### src/rtl/instruction_fetch_if.sv
// rtl/instruction_fetch_if.sv - fetch-stage signal bundle: imem request/response, decode output, redirect
//
// master : instruction_fetch side (drives request, decode output)
// slave  : environment side (memory, decode, execute redirect)
//   ImemReqValid/ImemReqReady/ImemAddr   fetch request
//   ImemRspValid/ImemRspData             in-order response, never back-pressured
//   InstValid/InstReady/Inst/PCPlus4     head entry toward decode
//   BranchTaken/BranchTarget             redirect from execute
interface instruction_fetch_if;
  logic        ImemReqValid;
  logic        ImemReqReady;
  logic [31:0] ImemAddr;
  logic        ImemRspValid;
  logic [31:0] ImemRspData;
  logic        InstValid;
  logic        InstReady;
  logic [31:0] Inst;
  logic [31:0] PCPlus4;
  logic        BranchTaken;
  logic [31:0] BranchTarget;

  modport master (
    output ImemReqValid, ImemAddr, InstValid, Inst, PCPlus4,
    input  ImemReqReady, ImemRspValid, ImemRspData, InstReady, BranchTaken, BranchTarget
  );

  modport slave (
    input  ImemReqValid, ImemAddr, InstValid, Inst, PCPlus4,
    output ImemReqReady, ImemRspValid, ImemRspData, InstReady, BranchTaken, BranchTarget
  );
endinterface

### src/rtl/instruction_fetch.sv
// rtl/instruction_fetch.sv - PC, credit-limited imem fetch, instruction FIFO and branch redirect
//
// Parameters: RESET_PC (PC after reset), DEPTH (FIFO entries and request credit, power of two, >= 2)
// Ports:
//   clk, reset           clock, synchronous active-high reset
//   bus (master)         imem request/response, decode handshake, branch redirect
//   FetchCount           words pushed into the FIFO        (IFETCH_STATS_EN only)
//   DropCount            words discarded by flush or drop  (IFETCH_STATS_EN only)
// Optional feature macro: IFETCH_STATS_EN
module instruction_fetch #(
  parameter logic [31:0] RESET_PC = 32'h0000_0000,
  parameter int unsigned DEPTH    = 2
) (
  input  logic                clk,
  input  logic                reset,
  instruction_fetch_if.master bus
`ifdef IFETCH_STATS_EN
  ,
  output logic [31:0]         FetchCount,
  output logic [31:0]         DropCount
`endif
);

  localparam int unsigned AW = $clog2(DEPTH);
  localparam int unsigned CW = $clog2(DEPTH + 1);

  logic [31:0]   pc;
  logic [CW-1:0] outstanding;
  logic [CW-1:0] drop;
  logic [CW-1:0] count;
  logic [AW-1:0] wr_ptr, rd_ptr;
  logic [AW-1:0] sq_wr, sq_rd;
  logic [31:0]   last_inst, last_pc4;

  // Storage arrays carry no reset; only pointers and counts do.
  logic [31:0]   data_mem [DEPTH];
  logic [31:0]   pc4_mem  [DEPTH];
  logic [31:0]   shadow   [DEPTH];

  logic [CW:0]   credit_used;
  logic          issue, rsp_ok, push, pop;

  assign credit_used      = {1'b0, outstanding} + {1'b0, count};
  assign bus.ImemReqValid = !reset && !bus.BranchTaken && (credit_used < (CW+1)'(DEPTH));
  assign bus.ImemAddr     = pc;
  assign issue            = bus.ImemReqValid && bus.ImemReqReady;

  // A response with nothing outstanding is a protocol violation and is ignored.
  assign rsp_ok = bus.ImemRspValid && (outstanding != '0);
  // Stale words (drop pending) and words arriving with a redirect never enter the FIFO.
  assign push   = rsp_ok && (drop == '0) && !bus.BranchTaken;

  assign bus.InstValid = (count != '0);
  assign pop           = bus.InstValid && bus.InstReady && !bus.BranchTaken;
  // With the FIFO empty, decode keeps seeing the last head that was presented.
  assign bus.Inst      = bus.InstValid ? data_mem[rd_ptr] : last_inst;
  assign bus.PCPlus4   = bus.InstValid ? pc4_mem[rd_ptr]  : last_pc4;

  always_ff @(posedge clk) begin
    if (reset) begin
      pc          <= RESET_PC;
      outstanding <= '0;
      drop        <= '0;
      count       <= '0;
      wr_ptr      <= '0;
      rd_ptr      <= '0;
      sq_wr       <= '0;
      sq_rd       <= '0;
      last_inst   <= '0;
      last_pc4    <= '0;
    end else begin
      if (bus.InstValid) begin
        last_inst <= data_mem[rd_ptr];
        last_pc4  <= pc4_mem[rd_ptr];
      end
      outstanding <= outstanding + CW'(issue) - CW'(rsp_ok);
      if (issue) begin
        pc    <= pc + 32'd4;
        sq_wr <= sq_wr + AW'(1);
      end
      if (rsp_ok) sq_rd <= sq_rd + AW'(1);
      if (bus.BranchTaken) begin
        // Issue is blocked this cycle, so every remaining in-flight word is stale.
        pc     <= {bus.BranchTarget[31:2], 2'b00};
        drop   <= outstanding - CW'(rsp_ok);
        count  <= '0;
        rd_ptr <= wr_ptr;
      end else begin
        if (rsp_ok && (drop != '0)) drop <= drop - CW'(1);
        if (push) wr_ptr <= wr_ptr + AW'(1);
        if (pop)  rd_ptr <= rd_ptr + AW'(1);
        count <= count + CW'(push) - CW'(pop);
      end
    end
  end

  // Shadow queue holds issue addresses of in-flight requests, popped in response order.
  always_ff @(posedge clk) begin
    if (issue) shadow[sq_wr] <= pc;
    if (push) begin
      data_mem[wr_ptr] <= bus.ImemRspData;
      pc4_mem[wr_ptr]  <= shadow[sq_rd] + 32'd4;
    end
  end

`ifdef IFETCH_STATS_EN
  always_ff @(posedge clk) begin
    if (reset) begin
      FetchCount <= '0;
      DropCount  <= '0;
    end else begin
      FetchCount <= FetchCount + 32'(push);
      DropCount  <= DropCount + 32'(rsp_ok && !push)
                  + (bus.BranchTaken ? 32'(count) : 32'd0);
    end
  end
`endif

endmodule

### src/flat_wrapper.sv
// flat-port wrapper written by rule: the top's interface ports become plain ports
module instruction_fetch_flat 
#(
  parameter logic [31:0] RESET_PC = 32'h0000_0000,
  parameter int unsigned DEPTH    = 2
)
  (clk, reset, bus_ImemReqValid, bus_ImemAddr, bus_InstValid, bus_Inst, bus_PCPlus4, bus_ImemReqReady, bus_ImemRspValid, bus_ImemRspData, bus_InstReady, bus_BranchTaken, bus_BranchTarget);
  instruction_fetch_if bus_i ();
  input  logic clk;
  input  logic reset;
  output wire logic [$bits(bus_i.ImemReqValid)-1:0] bus_ImemReqValid;
  output wire logic [$bits(bus_i.ImemAddr)-1:0] bus_ImemAddr;
  output wire logic [$bits(bus_i.InstValid)-1:0] bus_InstValid;
  output wire logic [$bits(bus_i.Inst)-1:0] bus_Inst;
  output wire logic [$bits(bus_i.PCPlus4)-1:0] bus_PCPlus4;
  input wire logic [$bits(bus_i.ImemReqReady)-1:0] bus_ImemReqReady;
  input wire logic [$bits(bus_i.ImemRspValid)-1:0] bus_ImemRspValid;
  input wire logic [$bits(bus_i.ImemRspData)-1:0] bus_ImemRspData;
  input wire logic [$bits(bus_i.InstReady)-1:0] bus_InstReady;
  input wire logic [$bits(bus_i.BranchTaken)-1:0] bus_BranchTaken;
  input wire logic [$bits(bus_i.BranchTarget)-1:0] bus_BranchTarget;
  assign bus_ImemReqValid = bus_i.ImemReqValid;
  assign bus_ImemAddr = bus_i.ImemAddr;
  assign bus_InstValid = bus_i.InstValid;
  assign bus_Inst = bus_i.Inst;
  assign bus_PCPlus4 = bus_i.PCPlus4;
  assign bus_i.ImemReqReady = bus_ImemReqReady;
  assign bus_i.ImemRspValid = bus_ImemRspValid;
  assign bus_i.ImemRspData = bus_ImemRspData;
  assign bus_i.InstReady = bus_InstReady;
  assign bus_i.BranchTaken = bus_BranchTaken;
  assign bus_i.BranchTarget = bus_BranchTarget;
  instruction_fetch #(.RESET_PC(RESET_PC), .DEPTH(DEPTH)) u_core (.clk(clk), .reset(reset), .bus(bus_i));
endmodule
### config.mk
export PLATFORM = sky130hd
export DESIGN_NAME = instruction_fetch_flat
export DESIGN_NICKNAME = d
export VERILOG_FILES = /design/src/rtl/instruction_fetch_if.sv /design/src/rtl/instruction_fetch.sv /design/src/flat_wrapper.sv
export SDC_FILE = /design/constraint.sdc
export NUM_CORES = 1
export LEC_CHECK = 0
export ABC_AREA = 1
export CAP_MARGIN = 0
export CORE_MARGIN = 5
export CORE_UTILIZATION = 60
export DETAILED_ROUTE_END_ITERATION = 8
export PLACE_DENSITY = 0.86
export SYNTH_ARGS = -nofsm -noshare
export SYNTH_HDL_FRONTEND = slang
export SYNTH_SLANG_ARGS = --single-unit
### constraint.sdc
create_clock -name clk -period 11 [get_ports clk]
set_input_delay 1.65 -clock clk [delete_from_list [all_inputs] [get_ports clk]]
set_output_delay 1.65 -clock clk [all_outputs]
set_load 0.02 [all_outputs]
# Yosys cells after proc, flatten, opt, wreduce, memory -nomap -nowiden
# Memories as Yosys holds them, arrays and structs flattened. A register that Yosys moved wholly into a read port is not among the register bits.
# Cells that the tools add are included.
# totals
ff_bits,106
ram_bits,192
inputBits,70
output_inout_bits,98
wordCells,67
memories,3
# op_classes
add_sub_neg,13
n_lt_le_gt_ge,1
n_mux,18
n_bitwise,1
n_reduce_logical,20
# memory_table
name,words,word_bits,read_ports,rd_ports_with_merged_regs,write_ports,line,source
u_core.data_mem,2,32,1,1,1,instruction_fetch.sv:36,logic [31:0] data_mem [DEPTH];
u_core.pc4_mem,2,32,1,1,1,instruction_fetch.sv:37,logic [31:0] pc4_mem [DEPTH];
u_core.shadow,2,32,1,1,1,instruction_fetch.sv:38,logic [31:0] shadow [DEPTH];
# op_table
operator,n
2-to-1 mux 32 bit,4
adder 32 x 3 -> 32 bit (second input constant),2
2-to-1 mux 1 bit,12
nonzero test 2 bit,6
logical AND 1 bit,9
subtractor 2 x 1 -> 2 bit,3
adder 1 bit (second input constant),4
adder 2 x 1 -> 2 bit,2
2-to-1 mux 2 bit,2
adder 2 x 2 -> 3 bit,1
< comparator 3 x 2 -> 1 bit (second input constant),1
zero test 1 bit,2
zero test 2 bit,1
AND reduction 2 bit,1
OR reduction 2 bit,1
subtractor 2 x 1 -> 2 bit (second input constant),1
NOT 1 bit,1

# Depth between registers and ports, before layout
# Gate-level depths: netlist (run 1).
# logic_depth
depth_word,7
ltp_mapped,13
ltp_nobuf,12

# Worst setup path before layout (run 1)
# No wires, ideal clock.
# synth_timing
path_type,input port to flip-flop
start,input port bus_BranchTaken
end,memory u_core.data_mem[1][0] (enable)
setup_ps,484
t_arrival_ps,4947
required_time_ps,10516
slack_ps,5569
path_stages,5
n_path_buf,2
path_cell_list,clkbuf_1 inv_1 clkbuf_1 nand3_1 nor2_1
# synth_via
elab_chain_len,4
# synth_lines
element,line,source
start: declaration,flat_wrapper.sv:20,input wire logic [$bits(bus_i.BranchTaken)-1:0] bus_BranchTaken;
zero test 1 bit,instruction_fetch.sv:51,assign push = rsp_ok && (drop == '0) && !bus.BranchTaken;
logical AND 1 bit,instruction_fetch.sv:51,
2-to-1 mux 1 bit,instruction_fetch.sv:100,if (push) begin
2-to-1 mux 1 bit (not written as such),instruction_fetch.sv:101,data_mem[wr_ptr] <= bus.ImemRspData;
end: declaration,instruction_fetch.sv:36,
# No other way between the ends.

# Worst setup path in the final report (run 1)
# layout_timing
start,input port reset
end,output port bus_ImemReqValid
# layout_via
elab_chain_len,3
# layout_lines
element,line,source
start: declaration,flat_wrapper.sv:10,input logic reset;
zero test 1 bit,instruction_fetch.sv:44,assign bus.ImemReqValid = !reset && !bus.BranchTaken && (credit_used < (CW+1)'(DEPTH));
logical AND 1 bit (2 in series),instruction_fetch.sv:44,
end: declaration,flat_wrapper.sv:11,output wire logic [$bits(bus_i.ImemReqValid)-1:0] bus_ImemReqValid;
# No other way between the ends.

==> results of run 1 <==
per-layer routing:
layer	up-vias	share of wire
met4	0	0.031
met1	4709	0.41
li1	4877	-
met3	81	0.069
met5	-	0
met2	400	0.49
final timing paths:
| check | from | slack [ns] | end | cells after the start |
|---|---|---|---|---|
| max | reset | 5.74 | bus_ImemReqValid | 6 |
| min | u_core.last_pc4[1]$_SDFF_PP0_ | 0.46 | u_core.last_pc4[1]$_SDFF_PP0_ | 2 |
| max reg2reg | flop | 7.90 | u_core.pc4_mem[1][16]$_DFFE_PP_ | 10 |
| min reg2reg | u_core.last_pc4[1]$_SDFF_PP0_ | 0.46 | u_core.last_pc4[1]$_SDFF_PP0_ | 2 |
worst max-delay path, stage by stage:
cell and delay [ns]:
clkdlybuf4s50_1 0.41, buf_4 0.24, nor2_1 0.26, inv_1 0.16
nor3_1 0.20, clkdlybuf4s50_1 0.65
power breakdown:
part | switching [mW] | total, mW | internal, mW
Clock | 0.410 | 0.981 | 0.571
Combinational | 0.374 | 0.575 | 0.202
Sequential | 0.0370 | 1.29 | 1.25
registers in the layout, summed over array words and instances, names as in the netlist, named ones only:
name / count
u_core.bus.ImemAddr: 30
u_core.count: 2
u_core.data_mem: 64
u_core.drop: 2
u_core.last_inst: 32
u_core.last_pc4: 32
u_core.outstanding: 2
u_core.pc4_mem: 60
u_core.rd_ptr: 1
u_core.shadow: 60
u_core.sq_rd: 1
u_core.sq_wr: 1
u_core.wr_ptr: 1
Yosys cell counts (3+ instances only):
| cell | n | area share |
|---|---|---|
| clkbuf_1 | 38 | 0.011 |
| buf_6 | 5 | 0.0044 |
| dfxtp_1 | 106 | 0.17 |
| inv_2 | 4 | 0.0012 |
| or2_2 | 3 | 0.0015 |
| nand4_1 | 12 | 0.0059 |
| xnor2_1 | 6 | 0.0041 |
| and2_1 | 64 | 0.031 |
| nor2_2 | 11 | 0.0054 |
| a21oi_2 | 13 | 0.0089 |
| buf_1 | 3 | 0.00088 |
| nand3_1 | 50 | 0.020 |
| nor3_1 | 6 | 0.0024 |
| inv_1 | 126 | 0.037 |
| a31oi_1 | 9 | 0.0044 |
| o21ai_0 | 37 | 0.014 |
| a21oi_1 | 153 | 0.060 |
| nand2_1 | 316 | 0.093 |
| o21ai_2 | 3 | 0.0021 |
| buf_2 | 7 | 0.0027 |
| nor2_1 | 183 | 0.054 |
| nand3b_1 | 4 | 0.0024 |
| ha_1 | 6 | 0.0059 |
| edfxtp_1 | 184 | 0.43 |
| buf_4 | 4 | 0.0024 |
| xor2_1 | 16 | 0.011 |
| o21ai_1 | 14 | 0.0055 |
logic make-up after synthesis:
kind of cell / Yosys count / synth area share
compound gates: 236 / 0.1001
xor+xnor: 22 / 0.01508
fa+ha+maj: 7 / 0.007444
buf+inv: 189 / 0.06210
flops: 290 / 0.5986
other cells: 1 / 0.0002935
simple gates: 651 / 0.2164
layout by cell type (no fill, tap or decap), types with 6 or more instances in the layout:
cell,instances
a21oi_1,153
a21oi_2,13
a31oi_1,9
and2_1,64
buf_4,11
clkbuf_16,29
clkdlybuf4s50_1,163
clkinv_2,6
dfxtp_1,104
edfxtp_1,184
ha_1,6
inv_1,125
nand2_1,316
nand3_1,50
nand4_1,12
nor2_1,179
nor2_2,12
nor3_1,6
o21ai_0,37
o21ai_1,14
xnor2_1,6
xor2_1,16
layout make-up:
type | count | area share
sequential | 290 | 0.4927
multi-input combinational | 918 | 0.2810
timing repair buffer | 174 | 0.1104
clock buffer | 39 | 0.05238
inverter | 130 | 0.03143
tap | 275 | 0.02216
clock inverter | 15 | 0.009992
through the flow:
step	setup slack, ns	hold WS, ns	area (sq um)	util	instances
2_1_floorplan	5.569	0.4212	12780	-	1397
3_3_place_gp	5.813	0.4303	14560	0.6926	1787
3_5_place_dp	5.789	0.4383	14560	0.6926	1787
4_1_cts	5.763	0.4527	15530	0.7386	1841
5_1_grt	5.571	0.4895	15530	0.7386	1841
6_report	5.744	0.4574	15530	0.7386	1841
==> flow_metrics.py, run 1 <==
metrics = {
    "cts": {
        "clock_sinks": 290,
        "htree_levels": 1,
        "clk_latency_ns": 0.55,
        "cts_buffers": 29,
        "cts-root-buf": "clkbuf_16",
        "cts_tree": "yes",
        "clk_pin_slew_ns": 0.06,
        "postCtsSetupBuffers": 0,
        "holdBufCountCts": 0,
        "cts_resized": 0,
        "cts_buffer_depth": 3,
    },
    "global_route": {
        "antenna_found_initial": 0,
        "grt_pass1_wl_um": 49200,
        "globalRouteMet3Util": 0.03245,
        "grt_usage": 0.2521,
        "use_met1": 0.3318,
        "use_met2": 0.4344,
        "gr-total-overflow": 0,
        "grt_pass1_vias": 9851,
        "top_usage_layer": "met2",
        "grt_max_degree": 89,
    },
    "timing": {
        "fin_skew_ns": 0.01528,
        "finalCritPeriodShare": 0.4778,
        "timing.final.crit_period_ns": 5.256,
        "setup_violations": 0,
        "hold_viol": 0,
        "rsz0062_at_grt": "no",
        "max_freq_ghz": 0.1902,
        "finalSetupTns_ns": 0,
        "slew_violations": 0,
        "relSlewSlack": 0.2464,
        "tightest_slew_ns": 1.130,
    },
    "logic_synthesis": {
        "synth_edf_count": 184,
        "ys_types": 37,
        "synthArstFlopShare": 0,
        "ys.flop_type": "edfxtp_1",
        "yosys_register_bits": 290,
        "syn_avg_cell_area_sq_um": 9.151,
        "ys_seq_area_frac": 0.5986,
        "synth_cells": 1396,
        "synth_area_sq_um": 12770,
        "ys_warn_count": 0,
    },
    "drt": {
        "drtAntennaViolNets": 0,
        "wirelength_um": 31310,
        "dr.pass1.iters": 5,
        "drt_iter0_drc": 734,
        "drc_errors": 0,
        "viasPerCell": 5.468,
        "drt-wirelength-per-cell_um": 17.01,
        "vias": 10067,
    },
    "critical_path": {
        "arrival_ns": 3.61,
        "crit_type": "primary input to output pin",
        "worst-path-max-fanout": 28,
        "critical_path_required_ns": 9.35,
        "end_kind": "output pin",
        "startpoint_type": "primary input",
    },
    "final_layout": {
        "area_delta_synth_final_pct": 21.55,
        "multi_input_area_sq_um": 4363,
        "layout.nets": 1620,
        "fillers": 1467,
        "seq_area_sq_um": 7650,
        "drive_above_1_share": 0.06577,
        "diodes": 0,
    },
    "placed_design": {
        "portBuffers": 163,
        "place.detailed.hpwl_um": 20910,
        "gp_congestion": 0.9425,
    },
    "floorplan": {
        "boundaryPins": 168,
        "die_width_um": 155.9,
        "initial_utilization": 0.6077,
        "core_area_sq_um": 21020,
        "row_count": 53,
        "die_area_sq_um": 24310,
        "die_y_um": 155.9,
    },
    "status": {
        "status": "finished clean",
    },
    "power_and_ir_drop": {
        "vdd_drop_max_mv": 0.1208,
        "power_leakage_nw": 6.120,
        "p_per_area_nw_per_um2": 183.2,
        "finalPower_mw": 2.844,
    },
    "min_path": {
        "min_path_type": "flop to flop",
    },
    "run": {
        "max-cap-violations": 0,
    },
}
Note: power is estimated with default switching activity, not from simulation.
==> run 2: changes to the inputs <==
Settings changed: CORE_UTILIZATION 60 to 50, PLACE_DENSITY 0.86 to 0.76.
Clock period 11 ns to 4.35 ns, I/O delays scaled along.
==> run 2 against run 1 <==
Worst setup slack worse by 4.9 ns; via count is 2.5% lower; wire length is 1.9% lower; combinational power is 150% higher; power grew to 2.6 times the previous value; register-to-register slack worse by 6.6 ns; clock power grew to 2.7 times the previous value; critical path depth is 1 lower; critical path type is now flop to output pin; largest cell class unchanged; highest routed layer unchanged.
==> flow_metrics.py, run 2 (same netlist as run 1, synthesis figures left out) <==
metrics = {
    "timing": {
        "slew_violations": 0,
        "max_freq_ghz": 0.2854,
        "fin_skew_ns": 0.01714,
        "relSlewSlack": 0.4729,
        "tightest_slew_ns": 0.7906,
        "setup_violations": 0,
        "finalCritPeriodShare": 0.8054,
        "hold_viol": 0,
        "timing.final.crit_period_ns": 3.504,
        "finalSetupTns_ns": 0,
        "timing.final.ws_setup_ns": 0.8463,
        "rsz0062_at_grt": "no",
    },
    "floorplan": {
        "die_area_sq_um": 28850,
        "initial_utilization": 0.5073,
        "row_count": 58,
        "die_y_um": 169.8,
        "die_width_um": 169.8,
        "boundaryPins": 168,
        "core_area_sq_um": 25180,
    },
    "critical_path": {
        "cp_cell_sequence": "nor2_4 > buf_4 > a21oi_1 > a21oi_1 > clkdlybuf4s50_1",
        "worst-path-max-fanout": 63,
        "crit_type": "flop to output pin",
        "critical_path_required_ns": 3.70,
        "rrSetupSlack_ns": 1.35,
        "end_kind": "output pin",
        "startpoint": "u_core.count[1]$_SDFF_PP0_",
        "reg2regPathDepth": 11,
        "crit_slowest_cell": "clkdlybuf4s50_1",
        "critical_path.reg2reg.endpoint": "u_core.bus.ImemAddr[26]$_SDFFE_PP0P_",
        "r2r_start": "u_core.count[0]$_SDFF_PP0_",
        "max_stage_delay_ns": 0.68,
        "crit_path_frequent_cell": "a21oi_1",
        "arrival_ns": 2.85,
        "startpoint_type": "flop",
    },
    "drt": {
        "drtAntennaViolNets": 0,
        "viasPerCell": 5.170,
        "top_layer_used": "met4",
        "met3WireLength_um": 1875,
        "met1_length_um": 13650,
        "drt_iter0_drc": 700,
        "dr_wl_met2_um": 14440,
        "drc_errors": 0,
        "vias": 9817,
        "drt-wirelength-per-cell_um": 16.18,
        "wirelength_um": 30720,
        "dr.pass1.iters": 6,
    },
    "final_layout": {
        "registers.top_by_ff_count": "u_core.data_mem",
        "diodes": 0,
        "layout.nets": 1624,
        "area_delta_synth_final_pct": 23.10,
        "largest_register_ffs": 64,
        "drive_above_1_share": 0.06756,
        "final_common_cell": "nand2_1",
        "mostFrequentLayoutCells": "nand2_1 (316), edfxtp_1 (184), nor2_1 (179), clkdlybuf4s50_1 (163), a21oi_1 (153)",
        "final_util": 0.6245,
        "fillers": 2057,
        "biggestRegsByFlops": "u_core.data_mem (64), u_core.pc4_mem (60), u_core.shadow (60)",
    },
    "global_route": {
        "gr-total-overflow": 0,
        "antenna_found_initial": 0,
        "grt_usage": 0.2053,
        "grt_pass1_vias": 9235,
        "grt_pass1_wl_um": 47970,
        "grt_max_degree": 64,
    },
    "cts": {
        "clk_pin_slew_ns": 0.06,
        "holdBufCountCts": 0,
        "clock_sinks": 290,
        "htree_levels": 1,
        "cts_tree": "yes",
        "postCtsSetupBuffers": 0,
        "cts_buffer_depth": 3,
        "clk_latency_ns": 0.54,
        "cts-root-buf": "clkbuf_16",
        "cts_resized": 0,
        "cts_buffers": 29,
    },
    "placed_design": {
        "gp_congestion": 0.9425,
        "portBuffers": 163,
        "place.detailed.hpwl_um": 20870,
        "pre_cts_slack_ns": 1.196,
    },
    "power_and_ir_drop": {
        "vdd_drop_max_mv": 0.2988,
        "p_comb_frac": 0.194,
        "p_per_area_nw_per_um2": 469.8,
        "p_clk_frac": 0.362,
        "swShare": 0.2771,
        "p_sw_mw": 2.048,
        "power_leakage_nw": 6.177,
        "seq_power_share": 0.444,
        "p_int_mw": 5.341,
    },
    "min_path": {
        "min_path_type": "flop to flop",
        "min_to": "u_core.last_pc4[1]$_SDFF_PP0_",
        "hp-start": "u_core.last_pc4[1]$_SDFF_PP0_",
        "whs_path_depth": 2,
    },
    "run": {
        "max-cap-violations": 0,
    },
    "status": {
        "status": "finished clean",
    },
}
[run 2: area by class of cell]
class                   instances  area, sq um  area share
flip-flops and latches        290         7650      0.4864
multi-input cells             918         4363      0.2774
repair buffers                178         1769      0.1125
clock buffers                  36        803.3     0.05108
inverters                     130        488.0     0.03103
well taps                     330        412.9     0.02626
clock inverters                17        240.2     0.01528
[run 2: critical path: cells and delay by family, from the launching register on]
family                 cells  cell delay [ns]
flip-flops                 1             0.37
AO/OA/AOI/OAI              2             0.48
AND/OR/NAND/NOR            1             0.12
buffers and inverters      2             1.26
[run 2: how the worst max path moves through the flow]
stage	to	cells past startpoint
global placement	u_core.bus.ImemAddr[23]$_SDFFE_PP0P_	10
detailed placement	u_core.bus.ImemAddr[23]$_SDFFE_PP0P_	10
floorplan	u_core.data_mem[1][0]$_DFFE_PP_	5
global route	bus_Inst[11]	6
finish	bus_PCPlus4[7]	5
CTS	bus_Inst[4]	6
[run 2: routing by layer]
layer  track usage  vias up
li1              -     4883
met1        0.2842     4595
met2        0.3404      286
met3       0.03252       53
met4       0.05355        0
met5             0        -
[run 2: metrics by stage]
step                      hold WS (ns)  std cells  power (mW)  instance area [sq um]
after global placement          0.4349       1846       4.732                  14680
final                           0.4564       1899       7.388                  15730
after global routing            0.4805       1899       7.706                  15730
after CTS                       0.4493       1899       7.423                  15730
after detailed placement        0.4387       1846       4.758                  14680
after floorplan                 0.4212       1397       4.259                  12780
[run 2: power groups by stage]
stage / clock network (mW) / registers, mW / logic [mW]
CTS: 2.71 / 3.28 / 1.43
global route: 2.83 / 3.30 / 1.58
finish: 2.68 / 3.28 / 1.43
floorplan: 0 / 3.30 / 0.954
global placement: 0 / 3.33 / 1.40
detailed placement: 0 / 3.33 / 1.42
